## config.mk

```make
export PLATFORM = sky130hd
export DESIGN_NAME = muldiv_unit_flat
export DESIGN_NICKNAME = d
export VERILOG_FILES = /design/src/rtl/muldiv_pkg.sv /design/src/rtl/muldiv_unit_if.sv /design/src/rtl/muldiv_unit.sv /design/src/flat_wrapper.sv
export SDC_FILE = /design/constraint.sdc
export NUM_CORES = 1
export LEC_CHECK = 0
export ABC_CLOCK_PERIOD_IN_PS = 4400
export CORE_MARGIN = 3
export CORE_UTILIZATION = 50
export CTS_CLUSTER_DIAMETER = 30
export DETAILED_ROUTE_END_ITERATION = 8
export PLACE_DENSITY = 0.77
export SLEW_MARGIN = 0
export SYNTH_ARGS = -nofsm -noshare
export SYNTH_HDL_FRONTEND = slang
export SYNTH_SLANG_ARGS = --single-unit
export TNS_END_PERCENT = 100
```

## constraint.sdc

```tcl
create_clock -name clk -period 4.4 [get_ports clk]
set_clock_uncertainty 0.05 [all_clocks]
set_input_delay 0.66 -clock clk [delete_from_list [all_inputs] [get_ports clk]]
set_output_delay 0.66 -clock clk [all_outputs]
set_load 0.05 [all_outputs]
```

## src/rtl/muldiv_pkg.sv

```systemverilog
// muldiv_pkg: op and FSM encodings shared by the multiply/divide unit,
// its bus interface and anything that drives it.
package muldiv_pkg;

   // RV32M funct3 encoding; bit 2 selects divide, bit 1 selects remainder
   // within the divide group.
   typedef enum logic [2:0] {
      MUL    = 3'b000,
      MULH   = 3'b001,
      MULHSU = 3'b010,
      MULHU  = 3'b011,
      DIV    = 3'b100,
      DIVU   = 3'b101,
      REM    = 3'b110,
      REMU   = 3'b111
   } op_e;

   typedef enum logic [1:0] {
      IDLE = 2'd0,
      CALC = 2'd1,
      FIX  = 2'd2,
      DONE = 2'd3
   } state_e;

   // src_a is interpreted as two's complement
   function automatic logic op_a_signed(op_e op);
      return (op == MULH) || (op == MULHSU) || (op == DIV) || (op == REM);
   endfunction

   // src_b is interpreted as two's complement
   function automatic logic op_b_signed(op_e op);
      return (op == MULH) || (op == DIV) || (op == REM);
   endfunction

   function automatic logic op_is_div(op_e op);
      return op[2];
   endfunction

   function automatic logic op_is_rem(op_e op);
      return op[2] && op[1];
   endfunction

endpackage

```

## src/rtl/muldiv_unit_if.sv

```systemverilog
// muldiv_unit_if: request/response handshake of the multiply/divide unit.
// master = requester, slave = the unit.
interface muldiv_unit_if #(parameter int XLEN = 32);
   import muldiv_pkg::*;

   logic            in_valid;
   logic            in_ready;
   op_e             op;
   logic [XLEN-1:0] src_a;
   logic [XLEN-1:0] src_b;
   logic            flush;
   logic            out_valid;
   logic            out_ready;
   logic [XLEN-1:0] res;

   modport master (
      output in_valid, op, src_a, src_b, flush, out_ready,
      input  in_ready, out_valid, res
   );

   modport slave (
      input  in_valid, op, src_a, src_b, flush, out_ready,
      output in_ready, out_valid, res
   );

endinterface

```

## src/rtl/muldiv_unit.sv

```systemverilog
// muldiv_unit: iterative RV32M multiply/divide. One radix-2 step per cycle
// over magnitudes, then a single sign-fix cycle. Divide-by-zero and signed
// overflow are resolved at accept time and skip the iteration entirely.
module muldiv_unit
   import muldiv_pkg::*;
#(
   parameter int XLEN = 32
) (
   input logic           clk,
   input logic           reset,
   muldiv_unit_if.slave  bus
);

   localparam int CW = $clog2(XLEN);
   localparam logic [CW-1:0]   LAST_CNT = CW'(XLEN - 1);
   localparam logic [XLEN-1:0] MIN_NEG  = {1'b1, {(XLEN-1){1'b0}}};

   state_e              state_q, state_d;
   op_e                 op_q;
   logic                neg_q;
   logic [XLEN-1:0]     b_mag_q;
   logic [2*XLEN-1:0]   acc_q;     // {hi, lo}: product, or {remainder, quotient}
   logic [CW-1:0]       cnt_q;
   logic [XLEN-1:0]     res_q;

   // request decode
   logic                a_neg, b_neg, div_zero, div_ovf, bypass, neg_d;
   logic [XLEN-1:0]     a_mag, b_mag, bypass_res;

   // iteration / fix datapath
   logic [XLEN:0]       mul_sum, rem_sh, diff;
   logic                qbit;
   logic [2*XLEN-1:0]   acc_step, prod_fix;
   logic [XLEN-1:0]     quot_fix, rem_fix, fix_res;

   assign bus.in_ready  = (state_q == IDLE);
   assign bus.out_valid = (state_q == DONE);
   assign bus.res       = res_q;

   // Operand magnitudes, result sign and the short-cut divide cases
   always_comb begin
      a_neg      = op_a_signed(bus.op) && bus.src_a[XLEN-1];
      b_neg      = op_b_signed(bus.op) && bus.src_b[XLEN-1];
      a_mag      = a_neg ? (~bus.src_a + 1'b1) : bus.src_a;
      b_mag      = b_neg ? (~bus.src_b + 1'b1) : bus.src_b;
      // remainder follows the dividend; everything else the operand xor
      neg_d      = op_is_rem(bus.op) ? a_neg : (a_neg ^ b_neg);
      div_zero   = op_is_div(bus.op) && (bus.src_b == '0);
      div_ovf    = ((bus.op == DIV) || (bus.op == REM)) &&
                   (bus.src_a == MIN_NEG) && (bus.src_b == '1);
      bypass     = div_zero || div_ovf;
      bypass_res = '0;
      if (div_zero)
         bypass_res = op_is_rem(bus.op) ? bus.src_a : '1;
      else if (div_ovf)
         bypass_res = op_is_rem(bus.op) ? '0 : bus.src_a;
   end

   // One shift-add (mul) or restoring shift-subtract (div) step
   always_comb begin
      mul_sum  = {1'b0, acc_q[2*XLEN-1:XLEN]} +
                 (acc_q[0] ? {1'b0, b_mag_q} : {(XLEN+1){1'b0}});
      rem_sh   = {acc_q[2*XLEN-1:XLEN], acc_q[XLEN-1]};
      diff     = rem_sh - {1'b0, b_mag_q};
      qbit     = ~diff[XLEN];
      if (op_is_div(op_q))
         acc_step = {(qbit ? diff[XLEN-1:0] : rem_sh[XLEN-1:0]),
                     acc_q[XLEN-2:0], qbit};
      else
         acc_step = {mul_sum, acc_q[XLEN-1:1]};
   end

   // Sign correction and result select for the FIX cycle
   always_comb begin
      prod_fix = neg_q ? (~acc_q + 1'b1) : acc_q;
      quot_fix = neg_q ? (~acc_q[XLEN-1:0] + 1'b1) : acc_q[XLEN-1:0];
      rem_fix  = neg_q ? (~acc_q[2*XLEN-1:XLEN] + 1'b1) : acc_q[2*XLEN-1:XLEN];
      case (op_q)
         MUL:                 fix_res = prod_fix[XLEN-1:0];
         MULH, MULHSU, MULHU: fix_res = prod_fix[2*XLEN-1:XLEN];
         DIV, DIVU:           fix_res = quot_fix;
         default:             fix_res = rem_fix;
      endcase
   end

   // FSM state register
   always_ff @(posedge clk or negedge reset) begin
      if (!reset) state_q <= IDLE;
      else        state_q <= state_d;
   end

   // FSM next state; flush wins over accept and out_ready
   always_comb begin
      state_d = state_q;
      if (bus.flush) begin
         state_d = IDLE;
      end else begin
         case (state_q)
            IDLE: if (bus.in_valid) state_d = bypass ? DONE : CALC;
            CALC: if (cnt_q == LAST_CNT) state_d = FIX;
            FIX:  state_d = DONE;
            DONE: if (bus.out_ready) state_d = IDLE;
            default: state_d = IDLE;
         endcase
      end
   end

   // Operand capture, iteration and result register
   always_ff @(posedge clk or negedge reset) begin
      if (!reset) begin
         op_q    <= MUL;
         neg_q   <= 1'b0;
         b_mag_q <= '0;
         acc_q   <= '0;
         cnt_q   <= '0;
         res_q   <= '0;
      end else if (bus.flush) begin
         cnt_q   <= '0;
      end else begin
         case (state_q)
            IDLE: begin
               if (bus.in_valid) begin
                  op_q    <= bus.op;
                  neg_q   <= neg_d;
                  b_mag_q <= b_mag;
                  acc_q   <= {{XLEN{1'b0}}, a_mag};
                  cnt_q   <= '0;
                  if (bypass) res_q <= bypass_res;
               end
            end
            CALC: begin
               acc_q <= acc_step;
               cnt_q <= (cnt_q == LAST_CNT) ? '0 : cnt_q + 1'b1;
            end
            FIX:  res_q <= fix_res;
            default: ;
         endcase
      end
   end

endmodule

```

## src/flat_wrapper.sv

```systemverilog
// flat-port wrapper written by rule: the top's interface ports become plain ports
module muldiv_unit_flat import muldiv_pkg::*;
#(
   parameter int XLEN = 32
)
  (clk, reset, bus_in_valid, bus_op, bus_src_a, bus_src_b, bus_flush, bus_out_ready, bus_in_ready, bus_out_valid, bus_res);
  muldiv_unit_if #(.XLEN(XLEN)) bus_i ();
  input logic clk;
  input logic reset;
  input wire logic [$bits(bus_i.in_valid)-1:0] bus_in_valid;
  input wire logic [$bits(bus_i.op)-1:0] bus_op;
  input wire logic [$bits(bus_i.src_a)-1:0] bus_src_a;
  input wire logic [$bits(bus_i.src_b)-1:0] bus_src_b;
  input wire logic [$bits(bus_i.flush)-1:0] bus_flush;
  input wire logic [$bits(bus_i.out_ready)-1:0] bus_out_ready;
  output wire logic [$bits(bus_i.in_ready)-1:0] bus_in_ready;
  output wire logic [$bits(bus_i.out_valid)-1:0] bus_out_valid;
  output wire logic [$bits(bus_i.res)-1:0] bus_res;
  assign bus_i.in_valid = bus_in_valid;
  assign bus_i.op = bus_op;
  assign bus_i.src_a = bus_src_a;
  assign bus_i.src_b = bus_src_b;
  assign bus_i.flush = bus_flush;
  assign bus_i.out_ready = bus_out_ready;
  assign bus_in_ready = bus_i.in_ready;
  assign bus_out_valid = bus_i.out_valid;
  assign bus_res = bus_i.res;
  muldiv_unit #(.XLEN(XLEN)) u_core (.clk(clk), .reset(reset), .bus(bus_i));
endmodule
```

==> out/summary.txt <==
maximum vdd drop: 0.419 mV
FFs w/ async S/R, synth: 1.00
Leakage: 6.89 nW
Register Area: 3480 sq um
most common cell after layout, fill and taps aside: nand2_1
Buf/Inv on CP: 2
Clock Pin Slew Worst Setup and Hold Paths: 0.07 ns
mapped cell area: 14400 sq um
largest net degree at the start of global routing: 107
Post-Route WL: 49500 um
Final #Nets: 2107
crit start category: register
Die ar.: 30900 sq um
# H-tree levels: 4
Max Transition Viols Final: 0
cells along the critical path: inv_1 -> buf_4 -> nor2_1 -> ha_1 -> a211o_1 -> or2_2 -> o211a_1 -> o21ai_0 -> o211a_1 -> o31ai_1 -> a2111oi_0 -> o31a_1 -> a211oi_1
row count: 61
Synth Instances: 1922
DRC: 0
io pins: 106
layout cells sized above 1: 0.0635
first-pass GRT wire length: 78100 um
Top cell by count, worst path: o211a_1
Crit path arrival time: 4.22 ns
total core area: 28100 sq um
Hold WC Path Type: input port to asynchronous set/reset pin
Crit. End Element: register
CP max-delay cell: inv_1
Die W: 176 um
Starting Density: 0.513
number of synthesized register bits: 139
TritonCTS Sinks: 139
fill cell count: 2630
growth of design area from synthesis to finish: 14.1%
xor-xnor portion of the synthesized cell area: 0.105
most frequent cells in the layout: nand2_1 (236), o21ai_0 (221), nor2_1 (155)
final critical-path share of the clock period: 0.899
Core Util, Final: 0.585
clk root buf: clkbuf_16
syn avg cell area: 7.49 sq um
Clock Path Buffers: 2
number of enable flip-flop cells after synthesis: 0
initial antenna violation count: 0
placer congestion estimate: 1.00
post-synthesis simple-gate area fraction: 0.209
Hold Fails Final Rpt: 0
Net Count, Synth: 2071
setup repair after global routing missed its margin: no
critical path class: register to register
vias in the first global route: 14100
CP required: 4.67 ns
final setup vio count: 0
actual slew at the worst max-slew pin: 1.09 ns
worst-path fanout max: 17
port bufs: 105
latest clock arrival within the worst-skew pair: 0.44 ns
WHS: 0.326 ns
Vias/cell: 6.45
fin crit period: 3.96 ns
status: finished clean
Synth cell types: 83
Total GRT Usage: 0.316
# diodes: 0
DR WL/cell: 21.1 um
Post-synth top flop: dfrtp_1
Synth Area in Adders: 0.0680
drt pass-1 iters: 5
die height: 176 um
Starting DRT DRC Count: 1898
CTS tree: yes
Setup Buffers After CTS: 0
grt ovf: 0
Final Power: 13.4 mW
area of the multi-input gates: 10200 sq um
Ys Warns: 0
largest family of logic cells by synthesized area: compound AO/OA/AOI/OAI gates
register area share after synthesis: 0.242
MaxCap Viol Count: 0
mux contribution to synthesized area: 0.0461
crit-path leading delay family: compound AO/OA/AOI/OAI gates
DR vias: 15100
setup TNS: 0 ns
post-synthesis compound-gate area fraction: 0.276
Final HPWL DP: 37900 um
Num CTS Buffers: 17
Max Freq: 253 MHz
remaining antenna violation count after routing: 0
P per Cell Area: 819 nW/um^2
max incr delay on CP: 0.48 ns
Setup WS post-layout: 0.444 ns
Slew HR: 0.273
pre-CTS WS: 0.253 ns
power breakdown:
part | internal [mW] | switching (mW) | leakage [nW] | total, mW
combinational | 3.52 | 5.80 | 4.81 | 9.32
sequential | 1.80 | 0.788 | 1.80 | 2.59
clock | 0.917 | 0.619 | 0.284 | 1.54
total | 6.24 | 7.21 | 6.89 | 13.4
cell families (layout without fill, tap and decap cells):
group                      count (synthesis)  after routing
and+or+nand+nor                          637            637
AOI/OAI and AO/OA                        629            629
buffers and inverters                    201            249
xor gates and xnor gates                 173            173
DFF                                      139            139
adders and majority gates                 77             77
muxes                                     66             66
per-stage QoR:
step,std cells,instance area [sq um]
after floorplan,1922,14400
after global placement,2317,15800
after detailed placement,2317,15800
after CTS,2348,16400
after global routing,2348,16400
final,2348,16400
what timing repair did:
item | 4_1_cts | 5_1_grt
endpoints found under the setup margin | 0 | 1
gates resized for setup | 0 | 1
hold buffers | 0 | 0
cell usage after synthesis, drive strengths merged, types with 12 or more instances:
cell    instances  area [sq um]
or4            20           165
dfrtp         139          3480
nand2b         17           106
a21o           31           234
clkbuf        122           458
o211ai         19           143
or2            17           106
inv            63           236
o31ai          44           330
o21a           12          90.1
o41ai          16           140
nor3           45           225
nand3          31           155
nor2          155           582
a21oi         116           588
o21ai         232          1170
a22oi          22           165
or3            17           111
and3           12          75.1
nand2         236           886
mux2i          63           631
nor4           21           138
a211oi         20           150
o221ai         19           166
a31oi          22           138
nand4          21           131
buf            15          75.1
ha             75           938
xnor2          95           832
and2           12          75.1
xor2           78           683
worst register-to-register path: stages (launching register included):
cell and delay, ns:
dfrtp_1 0.43, inv_1 0.48, buf_4 0.23, nor2_1 0.04, ha_1 0.22, a211o_1 0.34, or2_2 0.29, o211a_1 0.25
o21ai_0 0.44, o211a_1 0.25, o31ai_1 0.10, a2111oi_0 0.46, o31a_1 0.21, a211oi_1 0.05
final cells by class:
type / count / area share
Sequential cell: 139 / 0.212
Clock buffer: 20 / 0.0278
Multi-Input combinational cell: 1582 / 0.619
Tap cell: 378 / 0.0288
Inverter: 64 / 0.0146
Timing Repair Buffer: 154 / 0.0887
Clock inverter: 11 / 0.00876
flip-flops by register name, indices dropped and copies added, names as in the netlist:
register and cells:
u_core.acc_q 64, u_core.b_mag_q 32, u_core.bus.res 32, u_core.cnt_q 5
u_core.op_q 3, u_core.state_q 2, u_core.neg_q 1
final timing paths:
| kind | endpoint | slack (ns) | start | cells after the start |
|---|---|---|---|---|
| worst max-delay path | u_core.acc_q[63] | 0.44 | u_core.acc_q[0] | 13 |
| worst min-delay path | u_core.acc_q[11] | 0.33 | reset | 1 |
| worst max register to register | u_core.acc_q[63] | 0.44 | u_core.acc_q[0] | 13 |
| worst min register to register | u_core.bus.res[28] | 0.43 | u_core.bus.res[28] | 2 |
| max in group asynchronous | u_core.b_mag_q[14] | 2.95 | reset | 2 |
| min in group clk | u_core.bus.res[28] | 0.43 | u_core.bus.res[28] | 2 |
routing by layer:
metal,GRT usage,share of wire
met5,0,0
met4,0.137,0.046
met3,0.0597,0.10
met2,0.479,0.43
met1,0.439,0.43
No activity file was read; power rests on OpenSTA's default activity.
